===== config.mk =====
export PLATFORM = sky130hd
export DESIGN_NAME = minmax_tracker
export DESIGN_NICKNAME = d
export VERILOG_FILES = /design/src/rtl/minmax_tracker.sv
export SDC_FILE = /design/constraint.sdc
export NUM_CORES = 1
export LEC_CHECK = 0
export ABC_AREA = 1
export BUFFER_PORTS_ARGS = -buffer_cell sky130_fd_sc_hd__buf_2
export CAP_MARGIN = 25
export CORE_MARGIN = 2
export CORE_UTILIZATION = 45
export DETAILED_ROUTE_END_ITERATION = 8
export PLACE_DENSITY_LB_ADDON = 0.25
export SYNTH_ARGS = -nofsm -noshare
export SYNTH_HDL_FRONTEND = slang
export SYNTH_SLANG_ARGS = --single-unit

===== constraint.sdc =====
create_clock -name i_clock -period 1.8 [get_ports i_clock]
set_input_delay 0.27 -clock i_clock [delete_from_list [all_inputs] [get_ports i_clock]]
set_output_delay 0.27 -clock i_clock [all_outputs]
set_load 0.01 [all_outputs]

===== src/rtl/minmax_tracker.sv =====
// Tracks the signed running max/min over one frame of convolution results for the rescale stage.
// Define MINMAX_FRAME_CHECK_EN to flag frames whose pixel count differs from FRAME_PIXELS.
module minmax_tracker #(
    parameter int unsigned NB_PIXEL     = 19,
    parameter int unsigned NB_COUNT     = 20,
    parameter int unsigned FRAME_PIXELS = 65536
) (
    input  logic                       i_clock,
    input  logic                       i_reset,
    input  logic                       i_valid,
    input  logic signed [NB_PIXEL-1:0] i_pixel,
    input  logic                       i_last,
    output logic signed [NB_PIXEL-1:0] o_maxByte,
    output logic signed [NB_PIXEL-1:0] o_minByte,
    output logic                       o_endSignal,
    output logic                       o_resultValid,
    output logic [NB_COUNT-1:0]        o_pixelCount,
    output logic                       o_frameError
);

    typedef enum logic [1:0] {StIdle, StScan, StDone} state_e;

    localparam logic signed [NB_PIXEL-1:0] PixMin   = {1'b1, {(NB_PIXEL-1){1'b0}}};
    localparam logic signed [NB_PIXEL-1:0] PixMax   = {1'b0, {(NB_PIXEL-1){1'b1}}};
    localparam logic [NB_COUNT-1:0]        CountMax = {NB_COUNT{1'b1}};
    localparam logic [NB_COUNT-1:0]        CountOne = {{(NB_COUNT-1){1'b0}}, 1'b1};

    state_e              state_q;
    logic [NB_COUNT-1:0] count_inc;
    logic                new_frame;

    always_comb begin
        count_inc = (o_pixelCount == CountMax) ? CountMax : o_pixelCount + CountOne;
    end

    // IDLE and DONE both treat a valid pixel as the first pixel of a new frame
    assign new_frame = i_valid && (state_q != StScan);

    always_ff @(posedge i_clock) begin
        if (i_reset) begin
            state_q       <= StIdle;
            o_maxByte     <= PixMin;
            o_minByte     <= PixMax;
            o_endSignal   <= 1'b0;
            o_resultValid <= 1'b0;
            o_pixelCount  <= '0;
        end else begin
            o_endSignal <= 1'b0;
            if (new_frame) begin
                o_maxByte     <= i_pixel;
                o_minByte     <= i_pixel;
                o_pixelCount  <= CountOne;
                o_endSignal   <= i_last;
                o_resultValid <= i_last;
                state_q       <= i_last ? StDone : StScan;
            end else if (i_valid) begin
                if (i_pixel > o_maxByte) o_maxByte <= i_pixel;
                if (i_pixel < o_minByte) o_minByte <= i_pixel;
                o_pixelCount <= count_inc;
                if (i_last) begin
                    o_endSignal   <= 1'b1;
                    o_resultValid <= 1'b1;
                    state_q       <= StDone;
                end
            end
        end
    end

`ifdef MINMAX_FRAME_CHECK_EN
    localparam logic [NB_COUNT:0] FrameTarget = (NB_COUNT+1)'(FRAME_PIXELS);

    // Sticky within a frame: an overrun mid-frame stays flagged through DONE
    always_ff @(posedge i_clock) begin
        if (i_reset) begin
            o_frameError <= 1'b0;
        end else if (new_frame) begin
            o_frameError <= i_last && ({1'b0, CountOne} != FrameTarget);
        end else if (i_valid) begin
            o_frameError <= o_frameError
                          || ({1'b0, count_inc} > FrameTarget)
                          || (i_last && ({1'b0, count_inc} != FrameTarget));
        end
    end
`else
    assign o_frameError = 1'b0;
`endif

endmodule


**Word level (Yosys, flattened, before mapping)**

Cells that the tools add are included.

- Add/subtract/negate cells: 1
- Order comparisons: 2
- Equal/unequal tests: 2
- Muxes and demuxes: 19
- Reduce and logical (&&, ||, !) cells: 9

Operators by type and width:

| cell | number |
|---|---|
| 19-bit 2-to-1 mux | 6 |
| 20-bit by 1-bit adder with 20-bit output (second input constant) | 1 |
| 20-bit == test (second input constant) | 1 |
| 20-bit 2-to-1 mux | 1 |
| 19-bit greater-than comparator | 1 |
| 19-bit < comparator | 1 |
| 1-bit 2-to-1 mux | 8 |
| 2-bit 2-to-1 mux | 4 |
| 2-bit nonzero test | 4 |
| 2-bit AND reduction | 3 |
| 2-bit by 1-bit inequality test with 1-bit output (second input constant) | 1 |
| 2-bit OR reduction | 1 |
| 1-bit logical AND | 1 |

- Register bits after elaboration: 62
- Bits of input ports: 23
- Logic and storage cells: 40

**Depth between registers and ports, before layout**

- Word-level depth: 4
- Depth in mapped cells: 17
- Depth with buffers taken out: 15

**Worst setup path after synthesis**

No wires, ideal clock.

- Kind: reg-to-reg
- Start: register o_minByte[18]
- End: register o_minByte[11]
- Data arrival time: 1845 ps
- Slack: -180 ps
- Stages on the path, launching flop included: 14
- Path through: dfxtp_1 > inv_1 > ha_1 > nand2_2 > inv_1 > nand2_1 > nand3_1 > nor2_1 > nand4_1 > nand3_4 > nand2_8 > buf_12 > nand2_1 > nand3_2

- Cells in the longest elaborated chain, start to end: 3

Ends and longest elaborated chain:

| what | RTL line | source |
|---|---|---|
| from (decl) | 14 | `output logic signed [NB_PIXEL-1:0] o_minByte,` |
| from (signal assigned) | 43 | `o_minByte <= PixMax;` |
| from (signal assigned) | 51 | `o_minByte <= i_pixel;` |
| from (signal assigned) | 58 | `if (i_pixel < o_minByte) o_minByte <= i_pixel;` |
| 19-bit < comparator | 58 |  |
| 2-bit nonzero test (no line) | n/a |  |
| 2-bit AND reduction (no line) | n/a |  |

Every way passes these cells.
A chain may end at the register's enable or synchronous reset.

**Final worst setup path**

- Start: register o_minByte[5]
- End: register o_minByte[2]

The elaborated chain is that of the path after synthesis.

==> out/results.ini <==
[clock_network]
cts_root_buf=clkbuf_8
cts_tree=built
path_clk_slew_ps=70
cts_hold_buf=0
clockBufferDepth=2
numCtsBuffers=9
htree_levels=3
clkSinkCount=61
clock_latency_ps=340

[sta]
drv_slew=0
slew_headroom=0.485
finClkSkew_ps=7.81
setup_slack_ps=-413
max_freq_ghz=0.452
worst_pin_slew_ps=771
rsz0062_at_grt=yes
min_period_ps=2210
hold_violations=0
setup-violations-final=38
final.setup.tns_ps=-11860
fin_crit_sh=1.23

[setup_path]
worstPathArrival_ps=2410
path_cells=inv_1, ha_1, nand2_1, inv_1, nand2_1, nand2_1, nand2_1, nand2_1, nand2_2, nand4_1, nand3_4, buf_6, nand2_8, nand2_4, nand3_2
required_ps=2000
critPathMaxFanout=6
crit_path_end_kind=register
cpPeakStageDelay_ps=370
cpMostUsedCell=nand2_1
cp_slowest_cell=dfxtp_1
ff2ff_setup_slack_ps=-410
r2r_start=o_minByte[5]$_SDFFE_PP1P_
r2r-end=o_minByte[2]$_SDFFE_PP1P_
critPathLaunchType=register
reg2regPathDepth=15
path_class=register to register

[global_route]
overflow=0
gr-max-usage-layer=met2
grt_pass1_vias=4065
grt_start_max_net_pins=40
grtUsageTotal=0.263
grt_use_met1=0.303
grt_pass1_wl_um=18700
antenna_found_initial=0
grt_util_met2=0.469
met3_usage=0.0517

[floorplanning]
num_io_pins=84
die_area_mm2=0.00924
num_rows=33
die_w_um=96.1
initial_core_util=0.465
die_y_um=96.1
core_mm2=0.00822

[synthesis]
synth_top_area_frac=0.320
syn_area_mm2=0.00382
synth_area_per_cell_um2=6.98
yosys_warnings=0
yosys-top-cells-area=dfxtp_1 32%, ha_1 12%, nand2_1 12%
yosysTopAreaCell=dfxtp_1
syn-num-nets=608
syn_inst=547
yosys_register_bits=61
synth.distinct_cells=32
ys_seq_area_frac=0.320

[final_layout]
multi_input_area_mm2=0.00306
area_growth_pct=62.5
nNetsFinal=777
antenna-diode-count=0
fillers=575
layout-drive-gt1-share=0.552
seqCellArea_mm2=0.00126

[place]
dp_slack_ps=-297
port_buffers=82
hpwl_um=7390
globalplace.congestion=0.818

[routing]
drtPass1Iterations=5
drcViolationCount=0
routedWlPerCell_um=16.3
wl_um=13400
ant_nets=0
num_vias=4330
avgViaCountPerCell=5.25
drt_iter0_drc=191

[run_status]
violations=setup timing
status=finished with violations

[power]
ir_drop_uv=387
power_density_mw_per_mm2=779
leakagePower_nw=3.07
totalPowerFinal_w=0.00483

[worst_hold_path]
hold_end=state_q[0]$_SDFFE_PP0P_
min_path_type=primary input to register
worstHoldStart=i_last
min_path_cells=2

[job]
cap_violations=0

-- where the power goes --
group	leakage [nW]	internal (W)	switching [W]
Combinational	2.48	0.00101	0.00115
Clock	0.0881	0.000556	0.000550
Sequential	0.504	0.00149	0.0000812
Total	3.07	0.00305	0.00178
-- layer usage --
layer / vias to the layer above / wire length (um)
met5: - / 0
met4: 0 / 552
met3: 45 / 685
met2: 169 / 6840
met1: 2022 / 5360
li1: 2094 / -
-- per-stage QoR --
stage	area (um^2)	std cells	hold slack [ps]	util
floorplan	3920	547	339	-
CTS	5700	814	129	0.694
detailed placement	4910	782	474	0.597
global route	6200	824	128	0.755
global placement	4910	782	471	0.597
finish	6200	824	135	0.755
-- worst max-delay path, delay by kind of cell (launching register included) --
| family | cells | cell delay (ps) |
|---|---|---|
| flip-flops | 1 | 370 |
| buffers and inverters | 3 | 280 |
| adder cells (fa/ha/maj) | 1 | 280 |
| AND/OR/NAND/NOR | 11 | 1140 |
-- cell usage in the layout, fill, tap and decap left out, types with 3 or more instances in the layout --
cell	instances
xnor2_1	5
nor2_4	10
o21ai_1	4
buf_16	3
nand2_8	3
buf_4	78
clkbuf_8	11
nor2_2	9
dfxtp_1	30
buf_6	6
o21ai_0	4
nand2_1	88
inv_2	23
nor2_1	34
nand2_4	13
inv_1	59
buf_12	5
dfxtp_2	31
nor3_1	6
a21oi_1	20
nand3_4	7
nand3_2	29
buf_2	82
a21oi_2	20
nand3_1	42
ha_4	25
ha_1	12
nand2_2	29
xor2_1	6
a21oi_4	4
nand4_1	5
-- area by class of cell --
type / count / share of cell area
clock inverter: 2 / 0.00161
timing repair buffer: 175 / 0.205
inverter: 83 / 0.0506
multi-input combinational: 386 / 0.493
sequential: 61 / 0.203
clock buffer: 12 / 0.0250
tap: 105 / 0.0212
-- cells in the mapped netlist (all sizes together) --
cell type	count
xor2	6
clkbuf	9
ha	38
nor3	9
xnor2	5
nor3b	1
nand4	5
inv	83
conb	1
buf	11
dfxtp	61
nand2	130
nor4	1
a211oi	1
a21oi	44
a21o	2
nand3	78
o21ai	8
a31oi	1
nor2	53
-- flip-flops by register name, summed over array words and instances, names as in the netlist --
register / cells
state_q: 1
o_endSignal: 1
o_maxByte: 19
o_pixelCount: 20
o_minByte: 19
o_resultValid: 1
-- timing repair --
| item | in CTS | in global routing |
|---|---|---|
| endpoints found under the setup margin | 38 | 55 |
| buffers inserted | 12 | 11 |
| pin swaps | 27 | 49 |
| cloned | 6 | 2 |
| resized for setup | 87 | 105 |
-- how the worst max path moves through the flow --
stage	from	to	slack, ps	cells past startpoint
2_1_floorplan	o_minByte[17]$_SDFFE_PP1P_	o_minByte[11]$_SDFFE_PP1P_	-10	13
3_3_place_gp	i_pixel[10]	o_maxByte[18]$_SDFFE_PP1P_	-340	12
3_5_place_dp	i_pixel[10]	o_maxByte[18]$_SDFFE_PP1P_	-300	12
4_1_cts	o_maxByte[8]$_SDFFE_PP0P_	o_maxByte[18]$_SDFFE_PP1P_	-160	15
5_1_grt	o_minByte[5]$_SDFFE_PP1P_	o_minByte[3]$_SDFFE_PP1P_	-470	15
6_report	o_minByte[5]$_SDFFE_PP1P_	o_minByte[2]$_SDFFE_PP1P_	-410	15
-- logic make-up after synthesis --
kind of cell | after synthesis | synth area share
xor+xnor | 11 | 0.0252
other cells | 1 | 0.000982
fa+ha+maj | 38 | 0.125
flops | 61 | 0.320
simple gates | 277 | 0.329
buf+inv | 103 | 0.117
compound gates | 56 | 0.0836
No activity file was read; power rests on OpenSTA's default activity.
